## src/rtl/haar_pkg.sv

```systemverilog
// Shared types and arithmetic helpers for the multi-channel Haar analysis bank.
// Optional rounding is selected by HAAR_ROUND_EN in haar_pair_alu.
package haar_pkg;

  typedef enum logic [1:0] {
    S_IDLE    = 2'd0,
    S_STEP    = 2'd1,
    S_EMIT_HP = 2'd2,
    S_EMIT_LP = 2'd3
  } state_t;

  // Band 0 is the final LP; stage k high-pass lands on band STAGES-k.
  function automatic int unsigned band_of(int unsigned stages, int unsigned k);
    return stages - k;
  endfunction

  function automatic logic signed [63:0] sat_w(logic signed [63:0] x, int unsigned w);
    logic signed [63:0] hi;
    logic signed [63:0] lo;
    hi = (64'sd1 <<< (w - 1)) - 64'sd1;
    lo = -(64'sd1 <<< (w - 1));
    if (x > hi) return hi;
    if (x < lo) return lo;
    return x;
  endfunction

  // Arithmetic width change; narrowing either floors or rounds half up with saturation.
  function automatic logic signed [63:0] rescale(logic signed [63:0] x, int unsigned from_w,
                                                 int unsigned to_w, bit rnd);
    if (to_w >= from_w) return x <<< (to_w - from_w);
    if (rnd) return sat_w((x + (64'sd1 <<< (from_w - to_w - 1))) >>> (from_w - to_w), to_w);
    return x >>> (from_w - to_w);
  endfunction

  // Halve a pair sum/difference back to w bits.
  function automatic logic signed [63:0] half(logic signed [63:0] x, int unsigned w, bit rnd);
    if (rnd) return sat_w((x + 64'sd1) >>> 1, w);
    return x >>> 1;
  endfunction

endpackage

```

## src/rtl/haar_pair_alu.sv

```systemverilog
// Shared combinational Haar pair ALU: input scaling, LP/HP of (older a, newer b), output scaling.
// HAAR_ROUND_EN selects round-half-up with saturation instead of floor.
module haar_pair_alu #(
  parameter int unsigned IN_WIDTH       = 16,
  parameter int unsigned INTERNAL_WIDTH = 18,
  parameter int unsigned OUT_WIDTH      = 16
) (
  input  logic [IN_WIDTH-1:0]       i_sample,
  input  logic [INTERNAL_WIDTH-1:0] i_a,
  input  logic [INTERNAL_WIDTH-1:0] i_b,
  output logic [INTERNAL_WIDTH-1:0] o_sample_s,
  output logic [INTERNAL_WIDTH-1:0] o_lp,
  output logic [OUT_WIDTH-1:0]      o_hp_out,
  output logic [OUT_WIDTH-1:0]      o_b_out
);
  import haar_pkg::*;

`ifdef HAAR_ROUND_EN
  localparam bit RND = 1'b1;
`else
  localparam bit RND = 1'b0;
`endif

  logic signed [63:0] w_in64;
  logic signed [63:0] w_a64;
  logic signed [63:0] w_b64;
  logic signed [63:0] w_lp64;
  logic signed [63:0] w_hp64;

  assign w_in64 = 64'($signed(i_sample));
  assign w_a64  = 64'($signed(i_a));
  assign w_b64  = 64'($signed(i_b));

  assign w_lp64 = half(w_b64 + w_a64, INTERNAL_WIDTH, RND);
  assign w_hp64 = half(w_b64 - w_a64, INTERNAL_WIDTH, RND);

  assign o_sample_s = INTERNAL_WIDTH'(rescale(w_in64, IN_WIDTH, INTERNAL_WIDTH, 1'b0));
  assign o_lp       = INTERNAL_WIDTH'(w_lp64);
  assign o_hp_out   = OUT_WIDTH'(rescale(w_hp64, INTERNAL_WIDTH, OUT_WIDTH, RND));
  // Carry path: in EMIT_HP the carry already holds the final LP.
  assign o_b_out    = OUT_WIDTH'(rescale(w_b64, INTERNAL_WIDTH, OUT_WIDTH, RND));

endmodule

```

## src/rtl/haar_filter_bank_mc.sv

```systemverilog
// Multi-channel multirate Haar analysis bank with valid/ready in and a single registered output beat.
// Rounding variant enabled by defining HAAR_ROUND_EN.
module haar_filter_bank_mc #(
  parameter int unsigned STAGES         = 4,
  parameter int unsigned CHANNELS       = 2,
  parameter int unsigned IN_WIDTH       = 16,
  parameter int unsigned INTERNAL_WIDTH = 18,
  parameter int unsigned OUT_WIDTH      = 16,
  parameter int unsigned CH_W           = (CHANNELS > 1) ? $clog2(CHANNELS) : 1,
  parameter int unsigned BAND_W         = $clog2(STAGES + 1)
) (
  input  logic                 clk,
  input  logic                 rst,
  input  logic                 inValid,
  output logic                 inReady,
  input  logic [CH_W-1:0]      inChannel,
  input  logic [IN_WIDTH-1:0]  inData,
  output logic                 outValid,
  input  logic                 outReady,
  output logic [CH_W-1:0]      outChannel,
  output logic [BAND_W-1:0]    outBand,
  output logic [OUT_WIDTH-1:0] outData
);
  import haar_pkg::*;

  localparam int unsigned K_W = (STAGES > 1) ? $clog2(STAGES) : 1;

  state_t                    r_state;
  logic [INTERNAL_WIDTH-1:0] r_carry;
  logic [CH_W-1:0]           r_ch;
  logic [K_W-1:0]            r_k;
  logic [INTERNAL_WIDTH-1:0] r_hold [CHANNELS][STAGES];
  logic [STAGES-1:0]         r_phase [CHANNELS];
  logic                      r_out_valid;
  logic [CH_W-1:0]           r_out_ch;
  logic [BAND_W-1:0]         r_out_band;
  logic [OUT_WIDTH-1:0]      r_out_data;

  logic [INTERNAL_WIDTH-1:0] w_in_s;
  logic [INTERNAL_WIDTH-1:0] w_lp;
  logic [OUT_WIDTH-1:0]      w_hp_out;
  logic [OUT_WIDTH-1:0]      w_b_out;
  logic                      w_last_stage;
  logic                      w_ch_ok;

  haar_pair_alu #(
    .IN_WIDTH      (IN_WIDTH),
    .INTERNAL_WIDTH(INTERNAL_WIDTH),
    .OUT_WIDTH     (OUT_WIDTH)
  ) u_alu (
    .i_sample  (inData),
    .i_a       (r_hold[r_ch][r_k]),
    .i_b       (r_carry),
    .o_sample_s(w_in_s),
    .o_lp      (w_lp),
    .o_hp_out  (w_hp_out),
    .o_b_out   (w_b_out)
  );

  assign w_last_stage = (32'(r_k) == STAGES - 1);
  assign w_ch_ok      = (32'(inChannel) < CHANNELS);

  assign inReady    = (r_state == S_IDLE);
  assign outValid   = r_out_valid;
  assign outChannel = r_out_ch;
  assign outBand    = r_out_band;
  assign outData    = r_out_data;

  // Cascade FSM: one pairing stage per STEP, then hand the HP beat to the output register.
  always_ff @(posedge clk or posedge rst) begin
    if (rst) begin
      r_state     <= S_IDLE;
      r_carry     <= '0;
      r_ch        <= '0;
      r_k         <= '0;
      r_out_valid <= 1'b0;
      r_out_ch    <= '0;
      r_out_band  <= '0;
      r_out_data  <= '0;
      for (int c = 0; c < CHANNELS; c++) begin
        r_phase[c] <= '0;
        for (int s = 0; s < STAGES; s++) begin
          r_hold[c][s] <= '0;
        end
      end
    end else begin
      case (r_state)
        S_IDLE: begin
          // Out-of-range channels are swallowed without touching any state.
          if (inValid && w_ch_ok) begin
            r_carry <= w_in_s;
            r_ch    <= inChannel;
            r_k     <= '0;
            r_state <= S_STEP;
          end
        end
        S_STEP: begin
          if (!r_phase[r_ch][r_k]) begin
            r_hold[r_ch][r_k]  <= r_carry;
            r_phase[r_ch][r_k] <= 1'b1;
            r_state            <= S_IDLE;
          end else begin
            r_phase[r_ch][r_k] <= 1'b0;
            r_out_valid        <= 1'b1;
            r_out_ch           <= r_ch;
            r_out_band         <= BAND_W'(band_of(STAGES, 32'(r_k)));
            r_out_data         <= w_hp_out;
            r_carry            <= w_lp;
            r_state            <= S_EMIT_HP;
          end
        end
        S_EMIT_HP: begin
          if (outReady) begin
            if (w_last_stage) begin
              r_out_band <= '0;
              r_out_data <= w_b_out;
              r_state    <= S_EMIT_LP;
            end else begin
              r_out_valid <= 1'b0;
              r_k         <= r_k + K_W'(1);
              r_state     <= S_STEP;
            end
          end
        end
        S_EMIT_LP: begin
          if (outReady) begin
            r_out_valid <= 1'b0;
            r_state     <= S_IDLE;
          end
        end
        default: r_state <= S_IDLE;
      endcase
    end
  end

endmodule

```

## config.mk

```make
export PLATFORM = sky130hd
export DESIGN_NAME = haar_filter_bank_mc
export DESIGN_NICKNAME = d
export VERILOG_FILES = /design/src/rtl/haar_pkg.sv /design/src/rtl/haar_pair_alu.sv /design/src/rtl/haar_filter_bank_mc.sv
export SDC_FILE = /design/constraint.sdc
export NUM_CORES = 1
export LEC_CHECK = 0
export CORE_ASPECT_RATIO = 0.8
export CORE_MARGIN = 3
export CORE_UTILIZATION = 45
export CTS_CLUSTER_DIAMETER = 50
export DETAILED_ROUTE_END_ITERATION = 10
export PLACE_DENSITY = 0.66
export SLEW_MARGIN = 20
export SYNTH_ARGS = -nofsm -noshare
export SYNTH_HDL_FRONTEND = slang
export SYNTH_HIERARCHICAL = 1
export SYNTH_SLANG_ARGS = --single-unit
```

## constraint.sdc

```tcl
create_clock -name clk -period 5.4 [get_ports clk]
set_input_delay 0.54 -clock clk [delete_from_list [all_inputs] [get_ports clk]]
set_output_delay 0.54 -clock clk [all_outputs]
set_load 0.01 [all_outputs]
```

==> summary.md, run 1 <==
| Metric | Value |
|---|---|
| Htree depth | 4 |
| Num rows | 51 |
| CTS tree | built |
| Most used DFF post-synth | dfrtp_1 |
| Crit path required time | 5730 ps |
| YS warnings | 6 |
| Cells after Synth | 911 |
| Postcts setup bufs | 0 |
| Root Driver | clkbuf_16 |
| Initial DRC Count | 660 |
| Crit. End Element | register |
| IO buf count | 42 |
| Syn Area/Cell | 12.7 um2 |
| Antenna Nets Post-Route | 0 |
| Synth Cell Area | 0.0116 mm2 |
| Unrepaired setup endpoints after global routing | false |
| Worst Path Max Fanout | 24 |
| Ant. Diodes | 0 |
| Share of cells above drive strength 1 | 32.1% |
| First-pass GRT wire length | 42500 um |
| TritonCTS buffer count | 17 |
| DR vias/cell | 5.82 |
| Wire length per cell | 21.5 um |
| Area contributors post-synth | dfrtp_1 (42%), mux2_4 (9.6%), mux2_2 (7.1%) |
| Routed WL | 26400 um |
| DR vias | 7153 |
| Die area | 0.0277 mm2 |
| Hold Vio Cnt, Final | 0 |
| GR Util All Layers | 19.8% |
| Clock transition at path regs | 80 ps |
| Worst-case clock buffer depth | 2 |
| Crit Path Class | reg2reg |
| Post-synth ARST share | 100% |
| Initial antenna violation count | 0 |
| Initial Util | 46.6% |
| Worst-Margin Slew | 1120 ps |
| GRT overflow | 0 |
| Hold crit path type | reg2reg |
| Dpl hpwl | 17100 um |
| Worst Skew | 16.1 ps |
| Hold Buf Count CTS | 0 |
| Largest net degree at the start of global routing | 148 |
| Commonest non-fill, non-tap cells in the layout | dfrtp_1 (194), nand2_1 (75), mux2_4 (74) |
| Syn-to-layout area delta | 7.53% |
| Sequential area share after synthesis | 42.4% |
| Drt drc | 0 |
| F_max | 0.234 GHz |
| DIE HEIGHT | 149 um |
| Post-synth EDFFs | 0 |
| Slew headroom | 25.1% |
| Skew-Pair Late Insertion Delay | 450 ps |
| Core area | 0.0248 mm2 |
| Clk sinks | 196 |
| Setup TNS | 0 ps |
| Vias in the first global route | 7343 |
| Final Max Tran Viols | 0 |
| Commonest non-fill, non-tap cell in the layout | dfrtp_1 |
| Routability cong. | 0.892 |
| Yosys top cell by area | dfrtp_1 |
| Fin crit share | 79.0% |
| Outcome | finished clean |
| Crit path arrival time | 4600 ps |
| Die X | 185 um |
| Flop and latch count out of synthesis | 196 |
| Startpoint types | register |
| Distinct cells, synth | 76 |
| Number of nets in the final layout | 959 |
| Max-Cap Viols | 0 |
| Gates resized, CTS repair | 0 |
| I/O Pins | 43 |
| Top-area cell type share of the netlist area | 42.4% |
| Final setup fails | 0 |
| Tmin final | 4270 ps |
| DR pass1 iterations | 5 |
-- flip-flops by register name, indices dropped and copies added, names as in the netlist, named ones only --
signal      flops
outData        16
r_state         2
r_ch            1
r_hold        144
r_k             2
outValid        1
outBand         3
outChannel      1
r_carry        18
-- kinds of logic after synthesis --
family          Yosys count  share of synthesized area (%)
compound gates          141                           11.1
buf+inv                 126                           7.16
flops                   196                           42.4
xor+xnor                 28                           2.12
other cells               1                         0.0324
mux                     191                           24.4
simple gates            189                           8.44
fa+ha+maj                39                           4.29
-- synth_stat cells (all sizes together), types with 5 or more instances --
master  instances
a21o           13
a21oi          33
buf            72
clkbuf         10
dfrtp         196
ha             38
inv            43
mux2          147
mux2i           8
mux4           36
nand2          75
nand2b         27
nand3          12
nor2           30
nor2b           6
nor3            8
nor4            5
o21ai          16
o221a          34
o31ai           8
or2b           10
xnor2          25
-- stage by stage --
stage	instances	hold WS (ps)	instance area, um2	worst slack (ps)	utilization (%)
6_report	1230	480	12400	1130	50.1
2_1_floorplan	912	449	11600	1840	-
3_5_place_dp	1198	467	11800	1180	47.6
3_3_place_gp	1198	461	11800	1260	47.6
4_1_cts	1230	484	12400	1170	50.1
5_1_grt	1230	491	12400	835	50.1
-- per-layer routing --
layer | part of all wire, % | routed length, um | vias up | track usage [%]
met5 | 0 | 0 | - | 0
met4 | 1.2 | 327 | 0 | 4.61
met3 | 4.5 | 1190 | 27 | 4.44
met2 | 43 | 11300 | 189 | 28.4
met1 | 51 | 13600 | 3710 | 30.6
li1 | - | - | 3227 | -
-- area by class of cell --
| cell class | count | area [um2] |
|---|---|---|
| clock buffers | 18 | 429 |
| clock inverters | 14 | 190 |
| fillers | 2126 | 12400 |
| inverters | 44 | 169 |
| multi-input cells | 590 | 5830 |
| flip-flops and latches | 196 | 4910 |
| well taps | 318 | 398 |
| repair buffers | 50 | 505 |
-- worst max-delay path, cell delays in order (launching register included) --
cell and delay, ps:
dfrtp_2 900, buf_12 280, mux4_2 520, nand2_1 90, nand2_1 70, inv_1 60
ha_1 400, inv_1 230, nor3_1 450, and4_1 320, a211oi_2 120, o31ai_1 260
xnor2_1 120, o221a_2 290
-- final timing paths --
check	start	endpoint	slack [ps]	depth (start not counted)
setup / recovery	r_k[0]	outData[13]	1130	13
hold / removal	register	register	480	1
setup reg to reg	r_k[0]	outData[13]	1130	13
min in group asynchronous	rst	outData[13]	590	3
max in group asynchronous	rst	r_k[0]	4020	3
hold reg to reg	register	register	480	1
Power of run 1 is not shown: default switching activity piles up to over one toggle a cycle in this logic, so the estimate is an artifact.
==> run 2, diff against run 1 <==
- PLACE_DENSITY: 0.66 -> 0.64
- clock period: 5.4 -> 4.3 ns (I/O delays scaled with it)
==> summary.md, run 2 (synthesis results as in run 1) <==
| Metric | Value |
|---|---|
| Hold crit path type | in2async |
| Tmin final | 3890 ps (-383 ps) |
| Setup TNS | 0 ps (unchanged) |
| R2r startpoint | r_k[0] |
| Slew headroom | 40.3% (+15 points) |
| Worst-Margin Slew | 895 ps (-226 ps) |
| Commonest non-fill, non-tap cell in the layout | dfrtp_1 |
| Unrepaired setup endpoints after global routing | false |
| GR Util All Layers | 20.3% (+0.46 points) |
| Number of nets in the final layout | 977 (+1.9%) |
| Filler cells | 2089 (-1.7%) |
| GR met1 Demand/Resource | 30.3% (-0.24 points) |
| Skew-Pair Late Insertion Delay | 450 ps (about the same) |
| DR vias/cell | 5.78 (-0.60%) |
| DR pass1 iterations | 5 (unchanged) |
| Num rows | 51 (unchanged) |
| Design Area, Final | 0.0126 mm2 (+1.4%) |
| Gates resized, CTS repair | 0 (unchanged) |
| Routability cong. | 0.848 (-4.9%) |
| Die area | 0.0277 mm2 (unchanged) |
| Worst Path Max Fanout | 20 (-17%) |
| Met2 usage | 30.7% (+2.3 points) |
| Clk sinks | 196 (unchanged) |
| Syn-to-layout area delta | 9.05% |
| Worst r2r dst | r_carry[14] |
| Vias in the first global route | 7492 (+2.0%) |
| Fin crit share | 90.4% (+11 points) |
| Crit path launch | r_k[0] |
| Register area | 0.00491 mm2 (unchanged) |
| Final Max Tran Viols | 0 (unchanged) |
| R2r setup slk | 410 ps (-720 ps) |
| Final setup fails | 0 (unchanged) |
| IO buf count | 42 (unchanged) |
| Worst Skew | 12.1 ps (-3.94 ps) |
| Hold Buf Count CTS | 0 (unchanged) |
| Largest net degree at the start of global routing | 53 (-64%) |
| Post-placement cell area | 0.0119 mm2 (+1.0%) |
| Met3 Use GR | 4.17% (-0.27 points) |
| Postcts setup bufs | 0 (unchanged) |
| Worst Setup EP | r_carry[14] |
| Wire length per cell | 21.5 um (+0.20%) |
| Share of cells above drive strength 1 | 33.5% (+1.4 points) |
| Commonest non-fill, non-tap cells in the layout | dfrtp_1 (194), nand2_1 (75), mux2_4 (74) |
| Outcome | finished clean |
| Crit path arrival time | 4220 ps (-380 ps) |
| Largest Register | r_hold |
| Crit Path Class | reg2reg |
| F_max | 0.257 GHz (+9.9%) |
| Footprint of the multi-input gates | 0.00583 mm2 (unchanged) |
| Most used routing layer | met2 |
| Startpoint types | register |
| Worst-case clock buffer depth | 2 (unchanged) |
| Dpl hpwl | 18300 um (+7.1%) |
| Antenna Nets Post-Route | 0 (unchanged) |
| Max-Cap Viols | 0 (unchanged) |
| Core area | 0.0248 mm2 (unchanged) |
| R2R depth | 13 (unchanged) |
| Drt drc | 0 (unchanged) |
| DIE HEIGHT | 149 um (unchanged) |
| Initial Util | 46.6% (unchanged) |
| Clock transition at path regs | 80 ps (about the same) |
| Ant. Diodes | 0 (unchanged) |
| CTS tree | built |
| Hold Vio Cnt, Final | 0 (unchanged) |
| Root Driver | clkbuf_16 |
| DR vias | 7214 (+0.85%) |
| First-pass GRT wire length | 43100 um (+1.4%) |
| Largest register FFs | 144 (unchanged) |
| Htree depth | 4 (unchanged) |
| Initial DRC Count | 667 (+1.1%) |
| Crit. End Element | register |
| TritonCTS buffer count | 17 (unchanged) |
| Initial antenna violation count | 0 (unchanged) |
| I/O Pins | 43 (unchanged) |
| GRT overflow | 0 (unchanged) |
| Crit path required time | 4630 ps (-1100 ps) |
| Die X | 185 um (unchanged) |
| Routed WL | 26900 um (+1.7%) |
## run 2: cell count changes in the layout (fill, tap and decap cells not counted)
cell       previous run  this run
clkbuf_8              0         1
clkbuf_1              1         0
clkinv_4              1         0
inv_8                 3         4
clkinv_8              3         5
buf_4                 6        25
bufinv_16             2         3
inv_6                 3         1
buf_12                2         1
clkinv_2              1         0
## run 2: per-stage QoR
step           hold WS [ps]  setup slack [ps]  util, %  std cells
6_report                426               415     50.8       1248
2_1_floorplan           449               735        -        912
3_5_place_dp            465               429     48.1       1216
3_3_place_gp            460               497     48.1       1216
5_1_grt                 489               109     50.8       1248
4_1_cts                 454               423     50.8       1248
## run 2: metal layers
metal / vias up / wire (um)
li1: 3278 / -
met1: 3732 / 13600
met2: 181 / 11800
met3: 23 / 1160
met4: 0 / 292
met5: - / 0
## run 2: how the worst min path moves through the flow
| stage | from | to | slack (ps) | cells past startpoint |
|---|---|---|---|---|
| after floorplan | register | register | 450 | 1 |
| after global placement | register | register | 460 | 1 |
| after detailed placement | register | register | 470 | 1 |
| after CTS | rst | r_carry[13] | 450 | 2 |
| after global routing | register | register | 490 | 1 |
| final | rst | r_carry[12] | 430 | 2 |
## run 2: area by class of cell
class / count / share of cell area, %
multi-input cells: 590 / 46.3
flip-flops and latches: 196 / 38.9
repair buffers: 68 / 4.98
clock buffers: 18 / 3.48
well taps: 318 / 3.16
clock inverters: 14 / 1.85
inverters: 44 / 1.34
## run 2: worst max-delay path: stages (launching register included)
cell      delay, ps
dfrtp_2         790
buf_4           320
mux4_2          510
nand2_1          80
nand2_1         110
inv_1           110
ha_1            250
clkinv_1        280
a21oi_1         340
a21oi_1         130
a311oi_1        270
o21ai_0         150
xnor2_1         150
o221a_2         280
Power of run 2 is left out for the same reason.
==> run 3, diff against run 2 <==
- CAP_MARGIN: not set -> 20
==> results of run 3 <==
Same layout as run 2: the final DEF is identical, and so are final timing and power.
Power of run 3 is left out for the same reason.
